==> config.mk <==
export PLATFORM = sky130hd
export DESIGN_NAME = alu_issue_unit
export DESIGN_NICKNAME = d
export VERILOG_FILES = /design/src/rtl/alu_issue_unit.sv
export SDC_FILE = /design/constraint.sdc
export NUM_CORES = 1
export LEC_CHECK = 0
export ABC_CLOCK_PERIOD_IN_PS = 1700
export CAP_MARGIN = 20
export CORE_ASPECT_RATIO = 1.2
export CORE_UTILIZATION = 58
export CTS_BUF_LIST = sky130_fd_sc_hd__clkbuf_4 sky130_fd_sc_hd__clkbuf_8 sky130_fd_sc_hd__clkbuf_16
export CTS_CLUSTER_DIAMETER = 120
export CTS_CLUSTER_SIZE = 24
export DETAILED_ROUTE_END_ITERATION = 10
export DONT_BUFFER_PORTS = 1
export PLACE_DENSITY = 0.76
export SETUP_SLACK_MARGIN = 0.2
export SLEW_MARGIN = 20
export SYNTH_ARGS = -nofsm -noshare
export SYNTH_HDL_FRONTEND = slang
export SYNTH_SLANG_ARGS = --single-unit
==> constraint.sdc <==
create_clock -name clk -period 1.7 [get_ports clk]
set_input_delay 0.17 -clock clk [delete_from_list [all_inputs] [get_ports clk]]
set_output_delay 0.17 -clock clk [all_outputs]
set_load 0.1 [all_outputs]
==> src/rtl/alu_issue_unit.sv <==
// alu_issue_unit: multi-cycle issue stage in front of a combinational ALU.
// Accepts one 16-bit instruction at a time, reads operands from an internal
// register file, drives the ALU, and writes the ALU result (or a zero-extended
// 10-bit immediate for op 111) back to the destination register.
// Optional feature: define ALU_ISSUE_ZFLAG_EN to add the zero_flag output,
// which records whether the most recent written-back value was zero.
module alu_issue_unit #(
  parameter int NREG = 8,
  parameter int DW   = 32
) (
  input  logic          clk,
  input  logic          rst_n,
  input  logic          in_valid,
  output logic          in_ready,
  input  logic [15:0]   instr,
  output logic [2:0]    alu_op,
  output logic [DW-1:0] r2,
  output logic [DW-1:0] r3,
  input  logic [DW-1:0] r1,
  output logic          wb_valid,
  output logic [2:0]    wb_addr,
  output logic [DW-1:0] wb_data,
  input  logic [2:0]    dbg_addr,
  output logic [DW-1:0] dbg_data
`ifdef ALU_ISSUE_ZFLAG_EN
  ,
  output logic          zero_flag
`endif
);

  localparam logic [2:0] OP_LDI = 3'b111;

  typedef enum logic [1:0] {
    IDLE,
    LOAD,
    EXEC,
    WB
  } state_t;

  state_t        state_q, state_d;
  logic [2:0]    op_q, op_d;
  logic [2:0]    rd_q, rd_d;
  logic [2:0]    rs_q, rs_d;
  logic [2:0]    rt_q, rt_d;
  logic [2:0]    alu_op_q, alu_op_d;
  logic [DW-1:0] r2_q, r2_d;
  logic [DW-1:0] r3_q, r3_d;
  logic [DW-1:0] res_q, res_d;
  logic [DW-1:0] rf_q [NREG];
  logic [DW-1:0] rf_d [NREG];
`ifdef ALU_ISSUE_ZFLAG_EN
  logic          zflag_q, zflag_d;
`endif

  // Low nibble of the instruction word carries no information.
  logic unused_instr;
  assign unused_instr = ^instr[3:0];

  assign in_ready = rst_n && (state_q == IDLE);
  assign alu_op   = alu_op_q;
  assign r2       = r2_q;
  assign r3       = r3_q;
  assign wb_valid = (state_q == WB);
  assign wb_addr  = rd_q;
  assign wb_data  = res_q;
  assign dbg_data = rf_q[dbg_addr];
`ifdef ALU_ISSUE_ZFLAG_EN
  assign zero_flag = zflag_q;
`endif

  // Next-state logic: decode on accept, read operands, capture result, write back.
  always_comb begin
    state_d  = state_q;
    op_d     = op_q;
    rd_d     = rd_q;
    rs_d     = rs_q;
    rt_d     = rt_q;
    alu_op_d = alu_op_q;
    r2_d     = r2_q;
    r3_d     = r3_q;
    res_d    = res_q;
    rf_d     = rf_q;
`ifdef ALU_ISSUE_ZFLAG_EN
    zflag_d  = zflag_q;
`endif
    unique case (state_q)
      IDLE: begin
        if (in_valid && in_ready) begin
          op_d = instr[15:13];
          rd_d = instr[12:10];
          rs_d = instr[9:7];
          rt_d = instr[6:4];
          if (instr[15:13] == OP_LDI) begin
            // Immediate skips the ALU entirely; ALU-facing registers keep their values.
            res_d   = {{(DW-10){1'b0}}, instr[9:0]};
            state_d = WB;
          end else begin
            state_d = LOAD;
          end
        end
      end
      LOAD: begin
        alu_op_d = op_q;
        r2_d     = rf_q[rs_q];
        r3_d     = rf_q[rt_q];
        state_d  = EXEC;
      end
      EXEC: begin
        res_d   = r1;
        state_d = WB;
      end
      WB: begin
        rf_d[rd_q] = res_q;
`ifdef ALU_ISSUE_ZFLAG_EN
        zflag_d    = (res_q == '0);
`endif
        state_d    = IDLE;
      end
      default: state_d = IDLE;
    endcase
  end

  // State and datapath registers with synchronous active-low reset.
  always_ff @(posedge clk) begin
    if (!rst_n) begin
      state_q  <= IDLE;
      op_q     <= '0;
      rd_q     <= '0;
      rs_q     <= '0;
      rt_q     <= '0;
      alu_op_q <= '0;
      r2_q     <= '0;
      r3_q     <= '0;
      res_q    <= '0;
      rf_q     <= '{default: '0};
`ifdef ALU_ISSUE_ZFLAG_EN
      zflag_q  <= 1'b0;
`endif
    end else begin
      state_q  <= state_d;
      op_q     <= op_d;
      rd_q     <= rd_d;
      rs_q     <= rs_d;
      rt_q     <= rt_d;
      alu_op_q <= alu_op_d;
      r2_q     <= r2_d;
      r3_q     <= r3_d;
      res_q    <= res_d;
      rf_q     <= rf_d;
`ifdef ALU_ISSUE_ZFLAG_EN
      zflag_q  <= zflag_d;
`endif
    end
  end

endmodule
==> impl_metrics.py, run 1 <==
metrics = {
    "cts": {
        "cts_sinks": 369,
        "cts_inserted_buffers": 19,
        "clock_path_buffers": 3,
        "cts_max_level": 1,
        "ctsRootBufferMaster": "clkbuf_16",
    },
    "floorplan": {
        "die_x_um": 170,
        "die_y_um": 203,
        "initial_core_util_pct": 59.1,
        "row_count": 73,
        "io_pins": 190,
    },
    "synthesis": {
        "netlist.area_leader.share_pct": 37.7,
        "ys_types": 34,
        "yosysSeqAreaShare_pct": 37.7,
        "synthCells": 2159,
        "netlist_top_cells_area": "dfxtp_1 38%, nand2_1 11%, a21boi_1 10%, mux4_2 7.4%, mux2i_1 7.2%",
        "syn_nets": 2218,
        "async_flop_share_pct": 0,
        "synth_edf_count": 0,
        "synth_top_cell_by_area": "dfxtp_1",
        "ys_warn_count": 0,
        "synth.cell_area_sq_um": 19600,
        "synth_top_flop_cell": "dfxtp_1",
        "ys_ff_latch": 369,
        "synth.avg_cell_area_sq_um": 9.07,
    },
    "global_routing": {
        "grt.overflow.total": 257,
        "track_usage_pct": 87.1,
        "grt_start_max_net_pins": 372,
    },
    "status": {
        "haltStage": "global routing",
        "status": "did not finish",
        "firstError": "[ERROR GRT-0232] Routing congestion too high. Check the congestion heatmap in the GUI.",
    },
    "placed_design": {
        "dp_hpwl_mm": 37.9,
        "numPortBuffers": 0,
        "postPlaceCellArea_sq_um": 21500,
        "gp_congestion": 0.848,
    },
    "timing": {
        "endpoint_type": "output port",
        "crit_endpoint": "dbg_data[9]",
    },
}
-- per-stage QoR --
| stage | hold slack, ns | util [%] | setup WS (ns) | TNS, ns | instances |
|---|---|---|---|---|---|
| after CTS | -0.257 | 81.6 | -0.268 | -8.03 | 2921 |
| after detailed placement | 0.286 | 65.0 | -0.157 | -2.20 | 2582 |
| after floorplan | 0.278 | - | 0.130 | 0 | 2159 |
| after global placement | 0.285 | 65.0 | -0.122 | -1.33 | 2582 |
-- layer usage --
| layer | GRT overflow | global-route usage [%] |
|---|---|---|
| met5 | 0 | 57.5 |
| met4 | 96 | 87.2 |
| met3 | 15 | 76.8 |
| met2 | 134 | 97.3 |
| met1 | 12 | 87.5 |
-- Yosys cell counts (8+ instances only) --
cell and count:
a21boi_0 8, o211a_1 12, o221ai_1 11, a221o_1 53, a21oi_1 64, buf_6 15
nor2_1 10, mux4_2 64, dfxtp_1 369, o22ai_1 53, nand2_1 576, mux2i_1 141
mux2_2 72, buf_2 24, nand3_1 27, clkbuf_1 173, o21ai_0 74, nor2b_1 9
a22oi_1 11, mux2_1 88, a21boi_1 270
-- timing repair --
action | in CTS
gates resized for setup | 492
setup buffers | 227
pin swaps | 155
hold endpoints to repair | 369
endpoints found under the setup margin | 282
hold buffers | 42
gates cloned | 47
-- cells by family after synthesis --
logic type      Yosys count  synth area share [%]
buf+inv                 225                  5.29
simple gates            635                  12.7
compound gates          560                  20.3
flops                   369                  37.7
fa+ha+maj                 5                 0.319
mux                     365                  23.8
==> run 2: changes to the inputs <==
==> config.mk (replaced) <==
export PLATFORM = sky130hd
export DESIGN_NAME = alu_issue_unit
export DESIGN_NICKNAME = d
export VERILOG_FILES = /design/src/rtl/alu_issue_unit.sv
export SDC_FILE = /design/constraint.sdc
export NUM_CORES = 1
export LEC_CHECK = 0
export ABC_CLOCK_PERIOD_IN_PS = 2200
export CAP_MARGIN = 20
export CORE_UTILIZATION = 40
export DETAILED_ROUTE_END_ITERATION = 10
export DONT_BUFFER_PORTS = 1
export PLACE_DENSITY_LB_ADDON = 0.15
export SLEW_MARGIN = 20
export SYNTH_ARGS = -nofsm -noshare
export SYNTH_HDL_FRONTEND = slang
export SYNTH_SLANG_ARGS = --single-unit
==> constraint.sdc (replaced) <==
create_clock -name clk -period 2.2 [get_ports clk]
set_input_delay 0.22 -clock clk [delete_from_list [all_inputs] [get_ports clk]]
set_output_delay 0.22 -clock clk [all_outputs]
set_load 0.1 [all_outputs]
==> impl_metrics.py, run 2 <==
metrics = {
    "critical_path": {
        "cp_slowest_cell": "mux2_2",
        "arrival_ns": 1.92,
        "cp_num_buf_inv": 0,
        "crit_required_ns": 1.98,
        "worstPathMaxFanout": 4,
        "worstPathCellList": "mux4_2 > mux2_2",
        "start_kind": "flip-flop",
        "r2r_setup_slack_ns": 0.08,
        "end_kind": "output pin",
        "crit_family": "multiplexers",
        "path_class": "reg2out",
        "critPathMaxStageDelay_ns": 0.51,
    },
    "timing": {
        "min_period_ns": 2.14,
        "tns_ns": 0,
        "skew_ns": 0.0240,
        "tightest_slew_ns": 1.14,
        "slew_violations": 0,
        "fmax_mhz": 467,
        "setup_ws_ns": 0.0604,
        "relSlewSlack_pct": 23.5,
        "finalHoldViolCount": 29,
        "finalSetupViolations": 0,
        "fin_crit_sh_pct": 97.3,
        "holdWs_ns": -0.188,
    },
    "power": {
        "combPwrFrac_pct": 31.9,
        "p_switching_mw": 8.12,
        "pwr-share-clk_pct": 33.6,
        "p_leak_nw": 8.88,
        "p_sw_share_pct": 37.7,
        "p_int_mw": 13.4,
        "peakVddDrop_v": 0.000533,
        "pwr_density_cell_nw_per_um2": 885,
        "pwr-share-seq_pct": 34.5,
    },
    "detailed_routing": {
        "vias_per_cell": 5.82,
        "drt-total-wl_mm": 70.8,
        "drtIter0Drc": 1548,
        "final_antenna_net_count": 0,
        "first_pass_iters": 5,
        "drc": 0,
        "vias": 17300,
        "routedWlPerCell_um": 23.7,
    },
    "synthesis": {
        "async_flop_share_pct": 0,
        "netlist.area_leader.share_pct": 37.7,
        "netlist_top_cells_area": "dfxtp_1 38%, nand2_1 11%, a21boi_1 10%, mux4_2 7.4%, mux2i_1 7.2%",
        "synthCells": 2159,
        "synth_edf_count": 0,
        "synth_top_cell_by_area": "dfxtp_1",
        "synth.most_common_cell": "nand2_1",
        "yosysSeqAreaShare_pct": 37.7,
        "synth.cell_area_sq_um": 19600,
        "synth_common_cells": "576 x nand2_1, 369 x dfxtp_1, 270 x a21boi_1",
        "ys_types": 34,
        "ys_ff_latch": 369,
        "synth.avg_cell_area_sq_um": 9.07,
        "ys_warn_count": 0,
        "synth_top_flop_cell": "dfxtp_1",
        "syn_nets": 2218,
    },
    "cts": {
        "clock_path_buffers": 3,
        "clkTransAtPathRegs_ns": 0.06,
        "cts_inserted_buffers": 44,
        "ctsRootBufferMaster": "clkbuf_16",
        "cts_max_level": 2,
        "cts_setup_buffers": 0,
        "tritoncts": "yes",
        "clk_latency_ns": 0.57,
        "cts_sinks": 369,
    },
    "floorplan": {
        "fp.dieArea_sq_um": 49900,
        "die_y_um": 223,
        "coreArea_sq_um": 48000,
        "row_count": 80,
        "die_x_um": 223,
        "initial_core_util_pct": 40.8,
        "io_pins": 190,
    },
    "finish": {
        "largest_register_ffs": 256,
        "final_common_cell": "nand2_1",
        "final_nets": 2394,
        "syn_to_final_growth_pct": 24.2,
        "fillCellCount": 4463,
        "drive_gt1_share_pct": 17.2,
        "regMostFlops": "rf_q",
        "mostFrequentLayoutCells": "570 x nand2_1, 364 x dfxtp_1, 270 x a21boi_1",
        "antenna_cells": 0,
    },
    "global_routing": {
        "antenna_found_initial": 0,
        "grt_start_max_net_pins": 372,
        "grt_pass1_vias": 16800,
        "grt_pass1_wl_mm": 104,
        "track_usage_pct": 27.3,
        "grt.overflow.total": 0,
    },
    "placed_design": {
        "numPortBuffers": 0,
        "dpl_worst_slack_ns": 0.0528,
        "gp_congestion": 0.795,
        "dp_hpwl_mm": 39.9,
    },
    "run": {
        "max-cap-violations": 0,
    },
    "status": {
        "violations": "hold timing",
        "status": "complete, but fails checks",
    },
    "worst_hold_path": {
        "worstHoldPathType": "in2reg",
    },
}
==> run 2: cell counts after synthesis <==
No cell type changed its count.
==> run 2: cells by family after synthesis <==
family | after synthesis | share of synthesized area (%)
adders and majority gates | 5 | 0.319
and+or+nand+nor | 635 | 12.7
AOI/OAI and AO/OA | 560 | 20.3
DFF | 369 | 37.7
buffers and inverters | 225 | 5.29
muxes | 365 | 23.8
==> run 2: layer usage <==
metal  vias up  part of all wire, %  wire [um]  global-route usage (%)
met5         -                    0          0                       0
met4         0                  3.1       2190                    9.74
met3       132                  6.8       4780                    4.66
met2       636                   46      32800                    44.4
met1      8585                   44      31100                    36.5
li1       7996                    -          -                       -
==> run 2: worst reg2reg max path, stage by stage, from the launching register on <==
cell and delay [ns]:
dfxtp_2 0.40, ha_4 0.20, nand2_2 0.16, nor3_4 0.22
buf_4 0.31, nand2_1 0.09, a21boi_1 0.14, dlygate4sd3_1 0.55
==> run 2: power groups by stage <==
stage / clock, mW / combinational [mW] / sequential [mW]
after global placement: 0 / 6.13 / 7.56
final: 7.24 / 6.87 / 7.43
after floorplan: 0 / 2.23 / 10.0
after detailed placement: 0 / 6.16 / 7.56
after CTS: 7.36 / 6.70 / 7.42
after global routing: 7.60 / 7.12 / 7.47
==> run 2: layout make-up <==
type	count	area [sq um]	area share, %
clock buffer	66	1280	5.28
clock inverter	13	115	0.473
inverter	2	7.51	0.0309
multi-input combinational	1565	11400	46.7
sequential	369	7400	30.4
tap	615	769	3.16
timing repair buffer	353	3400	14.0
==> run 2: worst paths after layout <==
check / startpoint / to / depth (start not counted)
max reg2reg: state_q[0]$_SDFFE_PN0P_ / rf_q[160]$_SDFFE_PN0P_ / 7
min: rst_n / rf_q[172]$_SDFFE_PN0P_ / 1
min reg2reg: wb_data[15]$_SDFFE_PN0P_ / wb_data[15]$_SDFFE_PN0P_ / 2
max: rf_q[169]$_SDFFE_PN0P_ / dbg_data[9] / 2
==> run 2: metrics by stage <==
step / util, % / total power, mW / cell area (sq um) / hold slack, ns / cells
floorplan: - / 12.2 / 19600 / 0.329 / 2159
global placement: 43.8 / 13.7 / 21100 / 0.337 / 2723
detailed placement: 43.8 / 13.7 / 21100 / 0.341 / 2723
CTS: 49.4 / 21.5 / 23700 / -0.220 / 2927
global route: 50.6 / 22.2 / 24300 / -0.220 / 2983
finish: 50.6 / 21.5 / 24300 / -0.188 / 2983
==> run 2: timing repair <==
| item | in CTS | in global routing |
|---|---|---|
| hold buffers | 125 | 55 |
| hold endpoints to repair | 369 | 278 |
| gates resized for setup | 0 | 10 |
| endpoints found under the setup margin | 0 | 86 |
No activity file was read; power rests on OpenSTA's default activity.
==> run 3: changes to the inputs <==
--- a/config.mk
+++ b/config.mk
@@ -5,11 +5,12 @@
 export SDC_FILE = /design/constraint.sdc
 export NUM_CORES = 1
 export LEC_CHECK = 0
-export ABC_CLOCK_PERIOD_IN_PS = 2200
+export ABC_CLOCK_PERIOD_IN_PS = 2370
 export CAP_MARGIN = 20
-export CORE_UTILIZATION = 40
+export CORE_UTILIZATION = 30
 export DETAILED_ROUTE_END_ITERATION = 10
 export DONT_BUFFER_PORTS = 1
+export HOLD_SLACK_MARGIN = 0.06
 export PLACE_DENSITY_LB_ADDON = 0.15
 export SLEW_MARGIN = 20
 export SYNTH_ARGS = -nofsm -noshare
==> constraint.sdc (replaced) <==
create_clock -name clk -period 2.37 [get_ports clk]
set_input_delay 0.237 -clock clk [delete_from_list [all_inputs] [get_ports clk]]
set_output_delay 0.237 -clock clk [all_outputs]
set_load 0.1 [all_outputs]
==> impl_metrics.py, run 3 (synthesis gave the netlist of run 2 again) <==
metrics = {
    "power": {
        "pwr_density_cell_nw_per_um2": 827,
        "p_leak_nw": 8.79,
        "peakVddDrop_v": 0.000594,
    },
    "run": {
        "max-cap-violations": 0,
    },
    "global_routing": {
        "grt.overflow.total": 0,
        "antenna_found_initial": 3,
        "grt_pass1_wl_mm": 109,
        "grt_start_max_net_pins": 372,
        "track_usage_pct": 21.9,
        "grt_pass1_vias": 16500,
    },
    "placed_design": {
        "numPortBuffers": 0,
        "dp.cells": 2955,
        "dp_hpwl_mm": 43.8,
        "gp_congestion": 0.777,
        "postPlaceCellArea_sq_um": 21300,
    },
    "cts": {
        "cts_inserted_buffers": 47,
        "clock_path_buffers": 3,
        "clk_latency_ns": 0.59,
        "ctsRootBufferMaster": "clkbuf_16",
        "tritoncts": "yes",
        "cts_max_level": 2,
        "cts_sinks": 369,
        "clkTransAtPathRegs_ns": 0.06,
    },
    "floorplan": {
        "io_pins": 190,
        "die_x_um": 258,
        "die_y_um": 258,
        "initial_core_util_pct": 30.4,
        "coreArea_sq_um": 64500,
        "row_count": 93,
        "fp.dieArea_sq_um": 66300,
    },
    "detailed_routing": {
        "first_pass_iters": 6,
        "final_antenna_net_count": 0,
        "vias_per_cell": 5.32,
        "drt-total-wl_mm": 74.7,
        "vias": 17100,
        "drc": 0,
        "drtIter0Drc": 1140,
        "routedWlPerCell_um": 23.3,
    },
    "finish": {
        "finish.instance_area_sq_um": 24500,
        "final_nets": 2377,
        "fillCellCount": 6450,
        "syn_to_final_growth_pct": 25.3,
        "drive_gt1_share_pct": 17.1,
        "regMostFlops": "rf_q",
        "final_cells": 3210,
        "largest_register_ffs": 256,
        "mostFrequentLayoutCells": "570 x nand2_1, 367 x dfxtp_1, 270 x a21boi_1",
        "final_common_cell": "nand2_1",
    },
    "timing": {
        "skew_ns": 0.0251,
        "finalSetupViolations": 0,
        "relSlewSlack_pct": 30.8,
        "min_period_ns": 2.32,
        "holdWs_ns": -0.220,
        "fmax_mhz": 430,
        "tns_ns": 0,
        "tightest_slew_ns": 1.04,
        "fin_crit_sh_pct": 98.0,
        "slew_violations": 0,
        "finalHoldViolCount": 29,
    },
    "critical_path": {
        "path_class": "reg2reg",
        "crit_required_ns": 2.88,
        "arrival_ns": 2.83,
        "critPathMaxStageDelay_ns": 0.68,
        "worstRegToRegCells": 6,
        "worstPathCellList": "nor2_1 > nand3_2 > buf_4 > nand2_1 > a21boi_1 > dlygate4sd3_1",
        "cp_slowest_cell": "dfxtp_1",
        "worstPathMaxFanout": 24,
        "end_kind": "flip-flop",
        "start_kind": "flip-flop",
    },
    "worst_hold_path": {
        "worstHoldPathCells": 1,
        "worstHoldPathType": "in2reg",
    },
    "status": {
        "status": "complete, but fails checks",
        "violations": "hold timing",
    },
}
## run 3: final timing paths
path | start | to | slack (ns)
setup / recovery | wb_addr[2]$_SDFFE_PN0P_ | rf_q[181]$_SDFFE_PN0P_ | 0.05
setup reg to reg | wb_addr[2]$_SDFFE_PN0P_ | rf_q[181]$_SDFFE_PN0P_ | 0.05
hold / removal | rst_n | wb_data[9]$_SDFFE_PN0P_ | -0.22
hold reg to reg | rf_q[120]$_SDFFE_PN0P_ | rf_q[120]$_SDFFE_PN0P_ | 0.48
## run 3: through the flow
stage / utilization [%] / power (mW) / setup slack, ns
after floorplan: - / 11.3 / 0.0439
after global placement: 33.1 / 12.8 / 0.193
after detailed placement: 33.1 / 12.9 / 0.142
after CTS: 37.3 / 20.4 / 0.0184
after global routing: 38.1 / 21.0 / -0.0339
final: 38.1 / 20.3 / 0.0468
## run 3: area by class of cell
type / count / area (sq um) / area share [%]
Multi-Input combinational cell: 1565 / 11300 / 46.2
Clock buffer: 69 / 1370 / 5.59
Timing Repair Buffer: 333 / 3240 / 13.2
Inverter: 2 / 7.51 / 0.0306
Sequential cell: 369 / 7390 / 30.1
Clock inverter: 15 / 114 / 0.464
Antenna cell: 2 / 5.00 / 0.0204
Tap cell: 855 / 1070 / 4.36
## run 3: critical path, delay by kind of cell, from the launching register on
family	cells	cell delay, ns
AND/OR/NAND/NOR	3	0.39
buffers and inverters	2	1.00
flip-flops	1	0.68
AO/OA/AOI/OAI	1	0.16
## run 3: timing repair
action / in CTS / in global routing
setup endpoints to repair: 0 / 43
resized for setup: 0 / 4
hold endpoints to repair: 369 / 280
hold buffers: 123 / 45
buffers inserted: 0 / 1
## run 3: power by group
| part | internal, mW | total (mW) | leakage, nW | switching [mW] |
|---|---|---|---|---|
| sequential | 6.58 | 6.91 | 2.99 | 0.329 |
| clock | 4.10 | 6.99 | 0.724 | 2.89 |
| combinational | 1.95 | 6.41 | 5.08 | 4.46 |
## run 3: per-layer routing
metal	track usage [%]	vias up	part of all wire (%)
li1	-	7980	-
met1	29.6	8501	45
met2	35.8	517	47
met3	3.45	95	6.0
met4	6.43	0	2.3
met5	0	-	0
==> patch, RTL diff (config.mk and constraints of run 2) <==
`DW`: 32 -> 48.
--- a/src/rtl/alu_issue_unit.sv
+++ b/src/rtl/alu_issue_unit.sv
@@ -8,3 +8,3 @@
   parameter int NREG = 8,
-  parameter int DW   = 32
+  parameter int DW   = 48
 ) (
Interface: changed (5 resized); port bits go from 190 to 270. No check against the original RTL was run, so the function may have changed too.
==> patch against run 2 <==
The run still ends with hold timing left. Total power grew 46%. Setup slack lost 0.026 ns. Core utilization shrank 2.1 points. Area after synthesis grew 49%. Non-clock buffer count grew 61. Die area grew 48%. Sequential cell count grew 176. Routed wire length grew 51%. Final area grew 43%.
==> patch: results (changes against run 2) <==
| Metric | Value |
|---|---|
| Syn Nets | 3265 (+47%) |
| Fin cells | 4326 (+45%) |
| Placed cells | 4035 (+48%) |
| H-tree lvl count | 3 (+1) |
| Reg-to-reg startpoint | state_q[1]$_SDFFE_PN0P_ |
| Largest register FFs | 384 (+50%) |
| First-pass GRT wire length | 159 mm (+53%) |
| Post-Syn Instances | 3190 (+48%) |
| DR pass1 iterations | 6 (+1) |
| Status | finished, violations left |
| Vias/cell | 5.90 (+1.5%) |
| Clk_lat worst skew | 0.60 ns (+0.03 ns) |
| Clock Skews | 0.0304 ns (+0.00642 ns) |
| Initial antenna violation count | 2 (+2) |
| Post-Synth Adder-Cell Area | 0.00214 (-0.00105) |
| Hold Vio Cnt, Final | 37 (+28%) |
| Reg with most FFs | rf_q |
| Layout cells sized above 1 | 0.207 (+0.0353) |
| Min Hold Slack | -0.196 ns (-0.00748 ns) |
| Seq/Total Area, Yosys | 0.374 (-0.00319) |
| GRT Total Usage | 0.281 (+0.00790) |
| Arr. time, crit path | 1.95 ns (+0.03 ns) |
| # fillers | 6675 (+50%) |
| Violated checks | hold timing |
| Nets | 3405 (+42%) |
| Vias in the first global route | 25126 (+50%) |
| Average wire per standard cell | 24.8 um (+4.4%) |
| Leading post-synthesis cells by cell area | dfxtp_1, nand2_1, mux2_2 |
| R2R cell count | 6 (-1) |
| Min-Delay Endpoint | rf_q[316]$_SDFFE_PN0P_ |
| LEAKAGE | 11.9 nW (+34%) |
| Synth cell count leaders | nand2_1, dfxtp_1, a21boi_0 |
| Reg2reg end | r2[4]$_SDFFE_PN0N_ |
| Slew @ Worst Pin | 1.04 ns (-0.100 ns) |
| Area fraction in compound gates after synthesis | 0.202 (-0.000445) |
| Final HPWL DP | 59.7 mm (+49%) |
| Mux contribution to synthesized area | 0.237 (-0.000564) |
| Largest net degree at the start of global routing | 548 (+47%) |
| R2R Setup Slk | 0.10 ns (+0.02 ns) |
patch: how the worst max path moves through the flow:
stage / start / end / slack, ns / cells past startpoint
floorplan: wb_addr[0]$_SDFFE_PN0P_ / rf_q[267]$_SDFFE_PN0P_ / 0.004 / 7
global placement: state_q[0]$_SDFFE_PN0P_ / wb_data[16]$_SDFFE_PN0P_ / 0.22 / 7
detailed placement: state_q[0]$_SDFFE_PN0P_ / wb_data[18]$_SDFFE_PN0P_ / 0.12 / 7
CTS: rf_q[34]$_SDFFE_PN0P_ / dbg_data[34] / 0.003 / 2
global route: state_q[1]$_SDFFE_PN0P_ / r2[6]$_SDFFE_PN0N_ / -0.03 / 6
finish: rf_q[235]$_SDFFE_PN0P_ / dbg_data[43] / 0.03 / 2
patch: what timing repair did:
action                                  4_1_cts  5_1_grt
hold buffers                                164       13
endpoints found under the setup margin        1       38
resized for setup                             1       13
hold endpoints to repair                    545      258
patch: metal layers:
metal | vias to the layer above | wire length, um | GRT usage
met5 | - | 13 | 0
met4 | 2 | 4140 | 0.113
met3 | 260 | 7700 | 0.0515
met2 | 1057 | 50100 | 0.460
met1 | 12629 | 45200 | 0.365
li1 | 11579 | - | -
patch: cell families after synthesis:
logic type                 count (synthesis)
and+or+nand+nor                          923
muxes                                    541
adders and majority gates                  5
AOI/OAI and AO/OA                        832
buffers and inverters                    344
DFF                                      545
patch: cell type report:
type / count / area share
Multi-Input combinational cell: 2301 / 0.478
Sequential cell: 545 / 0.313
Timing Repair Buffer: 414 / 0.116
Clock buffer: 97 / 0.0551
Tap cell: 950 / 0.0341
Clock inverter: 15 / 0.00373
Inverter: 2 / 0.000215
Antenna cell: 2 / 0.000143
patch: where the power goes:
| part | internal [mW] | switching [mW] | total, mW |
|---|---|---|---|
| Combinational | 2.96 | 7.00 | 9.97 |
| Sequential | 10.4 | 0.368 | 10.8 |
| Clock | 6.16 | 4.43 | 10.6 |
patch: metrics by stage:
step	hold WS, ns	area (um2)	power, mW
CTS	-0.229	34700	31.4
detailed placement	0.342	31000	20.1
global placement	0.334	31000	20.0
global route	-0.230	34900	32.3
floorplan	0.329	29200	17.9
finish	-0.196	34900	31.4
